File: src/rtl/op_encoder_issue.sv
// Encodes a control-signal bundle into the 6-bit opcode the control unit decodes,
// buffers legal opcodes in a small FIFO and issues them over valid/ready; illegal bundles are counted.
module op_encoder_issue #(
    parameter int DEPTH = 4,
    parameter int CNT_W = 8
) (
    input  logic                     clk,
    input  logic                     rst,
    input  logic                     in_valid,
    output logic                     in_ready,
    input  logic                     in_regWrite,
    input  logic                     in_memWrite,
    input  logic                     in_memRead,
    input  logic                     in_ALU_src,
    input  logic [3:0]               in_ALU_op,
    input  logic [1:0]               in_kind,
    output logic                     out_valid,
    input  logic                     out_ready,
    output logic [5:0]               out_op,
    output logic                     illegal,
    output logic [CNT_W-1:0]         illegal_cnt,
    output logic [$clog2(DEPTH):0]   level
);

    localparam int AW = $clog2(DEPTH);
    localparam int LW = AW + 1;
    localparam logic [LW-1:0] FULL = LW'(DEPTH);

    localparam logic [3:0] ALU_ADD = 4'd0;
    localparam logic [3:0] ALU_SUB = 4'd1;
    localparam logic [3:0] ALU_AND = 4'd2;
    localparam logic [3:0] ALU_OR  = 4'd3;
    localparam logic [3:0] ALU_XOR = 4'd4;
    localparam logic [3:0] ALU_SLL = 4'd5;
    localparam logic [3:0] ALU_SRL = 4'd6;
    localparam logic [3:0] ALU_SRA = 4'd7;
    localparam logic [3:0] ALU_BEQ = 4'd8;
    localparam logic [3:0] ALU_BNE = 4'd9;
    localparam logic [3:0] ALU_BLT = 4'd10;
    localparam logic [3:0] ALU_BGE = 4'd11;
    localparam logic [3:0] ALU_NOP = 4'd12;

    logic [9:0]    key;
    logic [5:0]    enc_op;
    logic          enc_legal;
    logic [5:0]    mem [DEPTH];
    logic [AW-1:0] wr_ptr;
    logic [AW-1:0] rd_ptr;
    logic [AW-1:0] rd_next;
    logic [LW-1:0] count;
    logic          push;
    logic          drop;
    logic          pop;

    assign key = {in_regWrite, in_memWrite, in_memRead, in_ALU_src, in_ALU_op, in_kind};

    // Key layout: {regWrite, memWrite, memRead, ALU_src, ALU_op, kind}
    always_comb begin
        enc_op    = 6'd0;
        enc_legal = 1'b1;
        case (key)
            {4'b1000, ALU_ADD, 2'd0}: enc_op = 6'd0;
            {4'b1001, ALU_ADD, 2'd0}: enc_op = 6'd1;
            {4'b1000, ALU_SUB, 2'd0}: enc_op = 6'd2;
            {4'b1000, ALU_AND, 2'd0}: enc_op = 6'd3;
            {4'b1001, ALU_AND, 2'd0}: enc_op = 6'd4;
            {4'b1000, ALU_OR,  2'd0}: enc_op = 6'd5;
            {4'b1001, ALU_OR,  2'd0}: enc_op = 6'd6;
            {4'b1000, ALU_XOR, 2'd0}: enc_op = 6'd7;
            {4'b1000, ALU_SLL, 2'd0}: enc_op = 6'd8;
            {4'b1000, ALU_SRL, 2'd0}: enc_op = 6'd9;
            {4'b1000, ALU_SRA, 2'd0}: enc_op = 6'd10;
            {4'b1011, ALU_ADD, 2'd0}: enc_op = 6'd11;
            {4'b0101, ALU_ADD, 2'd0}: enc_op = 6'd12;
            {4'b1000, ALU_BEQ, 2'd0}: enc_op = 6'd13;
            {4'b1000, ALU_BNE, 2'd0}: enc_op = 6'd14;
            {4'b1000, ALU_BLT, 2'd0}: enc_op = 6'd15;
            {4'b1000, ALU_BGE, 2'd0}: enc_op = 6'd16;
            {4'b1000, ALU_ADD, 2'd1}: enc_op = 6'd17;
            {4'b1000, ALU_ADD, 2'd2}: enc_op = 6'd18;
            {4'b0000, ALU_NOP, 2'd0}: enc_op = 6'd19;
            default:                  enc_legal = 1'b0;
        endcase
    end

    assign in_ready  = (count != FULL);
    assign out_valid = (count != '0);
    assign level     = count;
    assign push      = in_valid && in_ready && enc_legal;
    assign drop      = in_valid && in_ready && !enc_legal;
    assign pop       = out_valid && out_ready;
    assign rd_next   = rd_ptr + 1'b1;

    always_ff @(posedge clk) begin
        if (push)
            mem[wr_ptr] <= enc_op;
    end

    // out_op is a register tracking the next head so it holds the last popped value when empty.
    always_ff @(posedge clk or posedge rst) begin
        if (rst) begin
            wr_ptr      <= '0;
            rd_ptr      <= '0;
            count       <= '0;
            out_op      <= 6'd0;
            illegal     <= 1'b0;
            illegal_cnt <= '0;
        end else begin
            if (push)
                wr_ptr <= wr_ptr + 1'b1;
            if (pop)
                rd_ptr <= rd_next;
            case ({push, pop})
                2'b10:   count <= count + 1'b1;
                2'b01:   count <= count - 1'b1;
                default: count <= count;
            endcase
            if (pop) begin
                if (count > LW'(1))
                    out_op <= mem[rd_next];
                else if (push)
                    out_op <= enc_op;
            end else if (count == '0 && push) begin
                out_op <= enc_op;
            end
            if (drop) begin
                illegal <= 1'b1;
                if (illegal_cnt != '1)
                    illegal_cnt <= illegal_cnt + 1'b1;
            end
        end
    end

endmodule

File: config.mk
export PLATFORM = sky130hd
export DESIGN_NAME = op_encoder_issue
export DESIGN_NICKNAME = d
export VERILOG_FILES = /design/src/rtl/op_encoder_issue.sv
export SDC_FILE = /design/constraint.sdc
export NUM_CORES = 1
export LEC_CHECK = 0
export ABC_CLOCK_PERIOD_IN_PS = 4500
export BUFFER_PORTS_ARGS = -buffer_cell sky130_fd_sc_hd__buf_2
export CAP_MARGIN = 40
export CELL_PAD_IN_SITES_DETAIL_PLACEMENT = 0
export CELL_PAD_IN_SITES_GLOBAL_PLACEMENT = 2
export CORE_MARGIN = 4
export CORE_UTILIZATION = 41
export DETAILED_ROUTE_END_ITERATION = 10
export PLACE_DENSITY_LB_ADDON = 0.1
export SLEW_MARGIN = 10
export SYNTH_ARGS = -nofsm -noshare
export SYNTH_HDL_FRONTEND = slang
export SYNTH_SLANG_ARGS = --single-unit
File: constraint.sdc
create_clock -name clk -period 4.5 [get_ports clk]
set_clock_uncertainty 0.2 [all_clocks]
set_input_delay 0.45 -clock clk [delete_from_list [all_inputs] [get_ports clk]]
set_output_delay 0.45 -clock clk [all_outputs]
set_load 0.005 [all_outputs]
Word level (Yosys, flattened, before mapping)
Memory sizes are Yosys's and may differ from the RTL's.
Index checks and enable logic that the tools add are counted.

operators by class
  $add $sub $neg = 5
  multiply operators = 0
  div/mod/pow operators = 0
  order comparisons = 1
  eq/ne operators = 25
  shift operators = 0
  mux-type cells = 9
  bitwise operators = 0
  reduce and logical (&&, ||, !) cells = 13

operators by type and width
  operator                number
  $eq A10 B10 Y1 const B  18
  $pmux W5 S19            1
  $mux W6                 4
  $reduce_or A20 Y1       1
  $eq A10 B6 Y1 const B   1
  $eq A10 B9 Y1 const B   1
  $add A8 B1 Y8 const B   1
  $ne A8 B8 Y1 const B    1
  $pmux W3 S2             1
  $logic_and A1 B1 Y1     5
  $add A2 B1 Y2 const B   2
  $reduce_and A2 Y1       2
  $reduce_bool A2 Y1      2
  $add A3 B1 Y3 const B   1
  $gt A3 B1 Y1 const B    1
  $logic_not A3 Y1        1
  $mux W1                 3
  $ne A3 B2 Y1 const B    1
  $ne A3 B3 Y1 const B    1
  $reduce_bool A3 Y1      1
  $sub A3 B1 Y3 const B   1
  $eq A2 B1 Y1 const B    1
  $eq A2 B2 Y1 const B    1
  $logic_not A1 Y1        1

storage, ports and cells
  register bits = 22
  bits in latches = 0
  memory bits (writable) = 20
  memory bits (read-only) = 0
  output and inout port bits = 20
  memories kept = 1

memories
  name  words  bits a word  read ports  clocked after memory_dff  wr ports  line  RTL
  mem   4      5            1           0                         1         46    logic [5:0] mem [DEPTH];

Logic depth before layout (Yosys ltp)
Gate-level depths: netlist of the first run.

  word-level depth = 7
  gate-level depth with buffers = 14
  mapped depth without buffers = 12

Worst setup path after synthesis of the first run
OpenSTA, ideal clock, no wires.

  kind = in2reg
  start point = in in_ALU_src
  end point = reg out_op[0]
  arrival = 2.925 ns
  data required time = 4.175 ns
  slack = 1.250 ns
  stages on the path = 13
  cell sequence = buf_4 -> or4b_1 -> a21oi_1 -> o2bb2ai_1 -> nand4bb_1 -> buf_6 -> and2b_4 -> inv_1 -> ha_1 -> a211o_1 -> nand2_1 -> o21ai_4 -> mux2_4

between the ends
  longest elaborated chain between the ends = 7
  elaborated cells on any way between the ends = 32

RTL lines
  item                                   line  RTL
  start: declaration                     14    input logic in_ALU_src,
  $eq A10 B6 Y1 (tied with other cells)  61    case (key)
  $reduce_or A20 Y1 (no line)            n/a
  $mux W1                                61
  $logic_and A1 B1 Y1                    89    assign push = in_valid && in_ready && enc_legal;
  $logic_and A1 B1 Y1                    123   end else if (count == '0 && push) begin
  $reduce_bool A2 Y1 (no line)           n/a
  $reduce_and A2 Y1 (no line)            n/a
  end signal: assignment                 120   out_op <= mem[rd_next];
  end signal: assignment                 122   out_op <= enc_op;
  end signal: assignment                 124   out_op <= enc_op;
  end: declaration                       19    output logic [5:0] out_op,

Parallel ways exist; a longest one is shown, timed or not. The select of a mux whose other input is x is not followed.
A chain may end at the register's enable or synchronous reset.

Worst setup path after layout of the first run
  start point = in in_ALU_op[0]
  end point = reg out_op[3]

between the ends
  longest elaborated chain between the ends = 7
  elaborated cells on any way between the ends = 32

RTL lines
  item                                   line  RTL
  start: declaration                     15    input logic [3:0] in_ALU_op,
  $eq A10 B6 Y1 (tied with other cells)  61
  $reduce_or A20 Y1 (no line)            n/a
  $mux W1                                61
  $logic_and A1 B1 Y1                    89
  $logic_and A1 B1 Y1                    123
  $reduce_bool A2 Y1 (no line)           n/a
  $reduce_and A2 Y1 (no line)            n/a

Parallel ways exist; a longest one is shown, timed or not. The select of a mux whose other input is x is not followed.

==> impl_metrics.toml, run 1 <==
[worst_setup_path]
crit_type = "in -> reg"
r2r-start = "level[0]"
arrival_ps = 3140
reg2reg_slack_ps = 1750
endpoint_kind = "register"
crit_path_max_fanout = 14
r2r-end = "out_op[3]"
cp-start-kind = "input pin"
crit_required_ps = 4480
r2r_cells = 11

[clock_tree]
holdBufCountCts = 0
cts_tree = "done"
clk_path_buf_depth = 2
htreeDepth = 2
cts_buffers = 5
clkLatencyLatePin_ps = 290
cts.sinks = 41
clock-root-buffer = "clkbuf_8"
cts_setup_buffers = 0
path_clk_slew_ps = 80
ctsResizeCount = 0

[timing]
fin_tns_setup_ps = 0
max_freq_mhz = 316
rsz0062_at_grt = "false"
max-slew-margin-rel_pct = 46.3
setup_viol = 0
finalHoldViolCount = 0
fin_crit_ps = 3160
max_slew.worst_pin.slew_ps = 805
fin_crit_sh_pct = 70.2
setup_ws_ps = 1340
slew_viol_final = 0

[drt]
viasPerCell = 5.48
drc = 0
vias = 1721
wire_per_inst_um = 16.3
drtIter0Drc = 128
postRouteWirelength_um = 5130
dr.pass1.iters = 4
ant_nets = 0

[synth]
synth.top_cell.area_share_pct = 24.4
synth_edf_count = 20
avgSynthCellArea_um2 = 11.6
yosys_most_used_dff = "dfrtp_1"
yosys.area.top_type = "edfxtp_1"
synthTopCellsByArea = "edfxtp_1 (24%), dfrtp_1 (21%), ha_1 (5.1%)"
synth_nets = 236
synth_area_um2 = 2460
yosysWarnings = 0
ys_ff_latch = 41
ys_seq_area_share_pct = 45.8
ys_types = 58
synth_cells = 212
async_flop_share_pct = 51.2

[finish]
seq_area_um2 = 1130
drive_above_1_share_pct = 25.6
multi_input_area_um2 = 1230
n_antenna_cell = 0
layout_commonest_cell = "buf_2"
area_growth_pct = 12.0
fin_nets = 265
final_cell_mix = "buf_2 (32), dfrtp_1 (21), edfxtp_1 (20), nand2_1 (19)"
fill_cells = 525

[die]
start_util_pct = 43.3
die_x_um = 85.5
die_h_um = 85.5
pin_count = 34
num_rows = 27
core_area_um2 = 5680
dieArea_um2 = 7300

[placement]
pre_cts_slack_ps = 1010
port_buffers = 32
dp_hpwl_um = 3900
gp_congestion = 0.887

[global_route]
grt_pass1_vias = 1678
grt_first_pass_wirelength_um = 8450
grt_max_degree = 22
antenna_found_initial = 0
track_usage_pct = 14.6
gr-total-overflow = 0

[power]
power_mw = 1.34
p_per_area_nw_per_um2 = 486
max-vdd-ir-drop_mv = 0.252
leakage_nw = 1.16

[flow_run]
maxCapViolations = 0

[status]
status = "finished, final reports clean"

[hold_path]
hp-class = "in -> async"
==> cell usage after synthesis, types with 2 or more instances <==
library cell / number
ha_1: 10
mux2_1: 4
and2_1: 8
nor2_1: 9
mux4_2: 5
o2bb2ai_1: 2
mux2_4: 5
mux2_2: 2
o21ai_0: 8
nand2b_1: 3
nor2b_1: 3
buf_2: 2
edfxtp_1: 20
nor4b_4: 2
a211o_1: 3
o21bai_1: 2
nor3_1: 5
or2_2: 2
dfrtp_1: 21
buf_6: 2
buf_4: 2
nor4_1: 2
clkbuf_1: 4
a21oi_1: 4
xor2_1: 8
nand3_1: 4
nand2_1: 19
nand4bb_1: 3
inv_1: 10
a31oi_1: 6
xnor2_1: 5
==> report_power, final <==
part	internal, mW	switching, mW
clock	0.142	0.123
combinational	0.260	0.231
sequential	0.478	0.105
==> area by class of cell <==
cell class              instances  area share [%]
flip-flops and latches         41            40.9
well taps                      72            3.27
clock buffers                   7            3.54
clock inverters                 1           0.182
repair buffers                 33            6.09
multi-input cells             150            44.7
inverters                      10            1.36
==> worst max-delay path: stages <==
cell	delay, ps
buf_2	190
or4b_1	530
a21oi_1	280
o2bb2ai_1	180
nand4bb_1	190
and2b_4	210
inv_1	50
ha_1	250
a211o_1	270
nand2_1	110
o21ai_4	110
mux2_4	310
==> cell families (layout without fill, tap and decap cells) <==
group | count (synthesis) | count (layout) | synth area share, %
compound gates | 36 | 36 | 10.6
xor+xnor | 13 | 13 | 4.63
fa+ha+maj | 10 | 10 | 5.09
buf+inv | 21 | 51 | 4.22
flops | 41 | 41 | 45.8
mux | 17 | 17 | 10.8
other cells | 1 | 1 | 0.152
simple gates | 73 | 73 | 18.7
==> routing by layer <==
| layer | routed length, um | track usage, % | vias up |
|---|---|---|---|
| met5 | 0 | 0 | - |
| met4 | 59 | 3.88 | 0 |
| met3 | 284 | 3.98 | 7 |
| met2 | 2460 | 24.0 | 48 |
| met1 | 2320 | 19.0 | 839 |
| li1 | - | - | 827 |
==> worst max path at each step <==
stage                 start   endpoint  slack [ps]  depth (start not counted)
6_report       in_ALU_op[0]  out_op[3]        1340                         12
5_1_grt          in_kind[1]  out_op[3]        1200                         12
4_1_cts          in_kind[1]  out_op[2]        1320                         12
3_5_place_dp     in_kind[1]  out_op[2]        1010                         12
3_3_place_gp     in_kind[1]  out_op[0]        1020                         12
2_1_floorplan    in_ALU_src  out_op[0]        1250                         13
==> stage by stage <==
stage	cells	instance area (um^2)	hold WS [ps]	util, %
3_5_place_dp	306	2650	264	46.7
3_3_place_gp	306	2650	258	46.7
6_report	314	2750	99.0	48.5
4_1_cts	314	2750	125	48.5
2_1_floorplan	212	2460	227	-
5_1_grt	314	2750	173	48.5
==> registers in the layout, summed over array words and instances, names as in the netlist <==
name         count
illegal          1
wr_ptr           2
illegal_cnt      8
rd_ptr           2
level            3
out_op           5
mem             20
Power figures use the tool's default switching activity.
==> inputs of run 2 (changes only) <==
ABC_AREA = 1   (was unset)
ABC_CLOCK_PERIOD_IN_PS = 2800   (was 4500)
CORE_UTILIZATION = 31   (was 41)
clock period = 2.8 ns   (was 4.5 ns; I/O delays follow)
==> run 2 against run 1 <==
Non-clock buffer count increased by 3. Die area increased by 29%. Highest routed layer unchanged. Count of clock-buffer cells in the layout increased by 1.
==> impl_metrics.toml, run 2 <==
[worst_setup_path]
crit_chain = "inv_1 > ha_1 > inv_1 > nor2_1 > inv_1 > nand2_1 > inv_1 > ha_1 > nor2_1 > o21ai_0 > xor2_1 > inv_1"
r2r_cells = 12
crit_required_ps = 2780
slowest_stage = "dfrtp_1"
crit_path_max_incr_delay_ps = 440
r2r-end = "level[2]"
crit_path_max_fanout = 5
cp_common_cell = "inv_1"
cp-start-kind = "register"
arrival_ps = 2350
endpoint_kind = "register"
reg2reg_slack_ps = 430
r2r-start = "level[0]"
crit_type = "reg -> reg"

[synth]
ys_seq_area_share_pct = 45.9
synthTopCellsByArea = "edfxtp_1 (24%), dfrtp_1 (21%), nand2_1 (9.6%)"
yosysMostFrequentCell = "nand2_1"
yosys_most_used_dff = "dfrtp_1"
synth_area_um2 = 2450
synth.top_cell.area_share_pct = 24.5
synth_cells = 289
ys_types = 34
synth_edf_count = 20
yosysWarnings = 0
synth_common_cells = "nand2_1 (63), inv_1 (31), nor2_1 (31)"
avgSynthCellArea_um2 = 8.49
ys_ff_latch = 41
async_flop_share_pct = 51.2
synth_nets = 313
yosys.area.top_type = "edfxtp_1"

[drt]
postRouteWirelength_um = 5480
vias = 1929
drtIter0Drc = 80
dr.pass1.iters = 4
drc = 0
viasPerCell = 4.45
wire_per_inst_um = 12.7
ant_nets = 0

[power]
p_per_area_nw_per_um2 = 750
power_mw = 2.14
max-vdd-ir-drop_mv = 0.308
leakage_nw = 1.39

[placement]
port_buffers = 32
pre_cts_slack_ps = 324
gp_congestion = 0.739
dp_hpwl_um = 4440
placed_area_um2 = 2760

[finish]
fill_cells = 782
largest_reg_flops = 20
multi_input_area_um2 = 1150
drive_above_1_share_pct = 23.9
n_antenna_cell = 0
finalInstanceArea_um2 = 2850
seq_area_um2 = 1130
fin_nets = 354
final_cell_mix = "nand2_1 (63), buf_2 (32), inv_1 (31), nor2_1 (31), nand3_1 (28)"
reg.largest.list = "mem (20), illegal_cnt (8), out_op (5)"
area_growth_pct = 16.4
largest-register = "mem"
layout_commonest_cell = "nand2_1"

[timing]
fin_crit_sh_pct = 84.5
max_slew.worst_pin.slew_ps = 561
max-slew-margin-rel_pct = 62.5
fin_crit_ps = 2370
slew_viol_final = 0
setup_ws_ps = 435
setup_viol = 0
max_freq_mhz = 423
fin_hold_ws_ps = 140
rsz0062_at_grt = "false"
fin_tns_setup_ps = 0
finalHoldViolCount = 0

[die]
dieArea_um2 = 9400
start_util_pct = 31.7
pin_count = 34
die_h_um = 96.9
num_rows = 32
core_area_um2 = 7730
die_x_um = 96.9

[clock_tree]
cts_tree = "done"
path_clk_slew_ps = 80
clkLatencyLatePin_ps = 290
clk_path_buf_depth = 2
htreeDepth = 2
cts_setup_buffers = 0
clock-root-buffer = "clkbuf_8"
cts.sinks = 41
cts_buffers = 5

[hold_path]
hp-start = "out_ready"
holdPathStages = 3
hold-path-endpoint = "rd_ptr[0]"
hp-class = "in -> reg"

[global_route]
grt_pass1_vias = 1899
grt_first_pass_wirelength_um = 9230
grt_max_degree = 19
gr-total-overflow = 0
track_usage_pct = 12.1
antenna_found_initial = 0

[status]
status = "finished, final reports clean"

[flow_run]
maxCapViolations = 0
## run 2: changes by cell type in the layout (fill, tap and decap cells not counted), moves of 5 or more
cell / previous run / this run
nand3_1: 4 / 28
a31oi_1: 6 / 0
nand2_1: 19 / 63
inv_1: 10 / 31
mux2_4: 5 / 0
mux4_2: 5 / 0
nor2_1: 9 / 31
nor2_2: 0 / 8
a22oi_1: 0 / 5
inv_2: 0 / 10
nand2_2: 0 / 9
and2_1: 8 / 0
## run 2: power breakdown
part	internal [mW]	switching, mW	total (mW)
sequential	0.756	0.144	0.900
clock	0.177	0.184	0.361
combinational	0.370	0.509	0.879
total	1.30	0.837	2.14
## run 2: worst max path at each step
stage | startpoint | end | slack (ps) | cells after the start
after floorplan | level[0] | level[2] | 710 | 12
after global placement | in_kind[0] | level[2] | 290 | 14
after detailed placement | in_kind[0] | level[2] | 320 | 14
after CTS | level[0] | level[2] | 400 | 12
after global routing | level[0] | level[2] | 240 | 12
final | level[0] | level[2] | 430 | 12
## run 2: repair_timing
item / in CTS / in global routing
gates resized for setup: 0 / 0
hold endpoints to repair: 21 / 0
hold buffers: 1 / 0
## run 2: cells by family after synthesis
family | count (synthesis) | share of synthesized area, %
compound gates | 29 | 8.11
fa+ha+maj | 10 | 5.10
flops | 41 | 45.9
simple gates | 153 | 29.1
other cells | 1 | 0.153
xor+xnor | 12 | 4.59
buf+inv | 43 | 7.04
## run 2: metrics by stage
step / util, % / cells
after floorplan: - / 289
after global placement: 35.4 / 423
after detailed placement: 35.8 / 424
after CTS: 36.9 / 433
after global routing: 36.9 / 433
final: 36.9 / 433
## run 2: final cells by class
| class | count | share of cell area (%) |
|---|---|---|
| sequential | 41 | 39.5 |
| clock buffer | 8 | 2.81 |
| tap | 102 | 4.47 |
| multi-input combinational | 205 | 40.4 |
| timing repair buffer | 36 | 7.45 |
| inverter | 41 | 5.39 |
## run 2: critical path: cells and delay by family, from the launching register on
family | cells | cell delay (ps)
buffers and inverters | 5 | 440
XOR/XNOR | 1 | 140
adder cells (fa/ha/maj) | 2 | 530
flip-flops | 1 | 440
AND/OR/NAND/NOR | 3 | 420
AO/OA/AOI/OAI | 1 | 110
## run 2: per-layer routing
metal	routed length (um)	global-route usage [%]	up-vias
li1	-	-	1022
met2	2610	20.2	43
met5	0	0	-
met1	2580	15.6	851
met3	172	2.16	13
met4	112	4.64	0
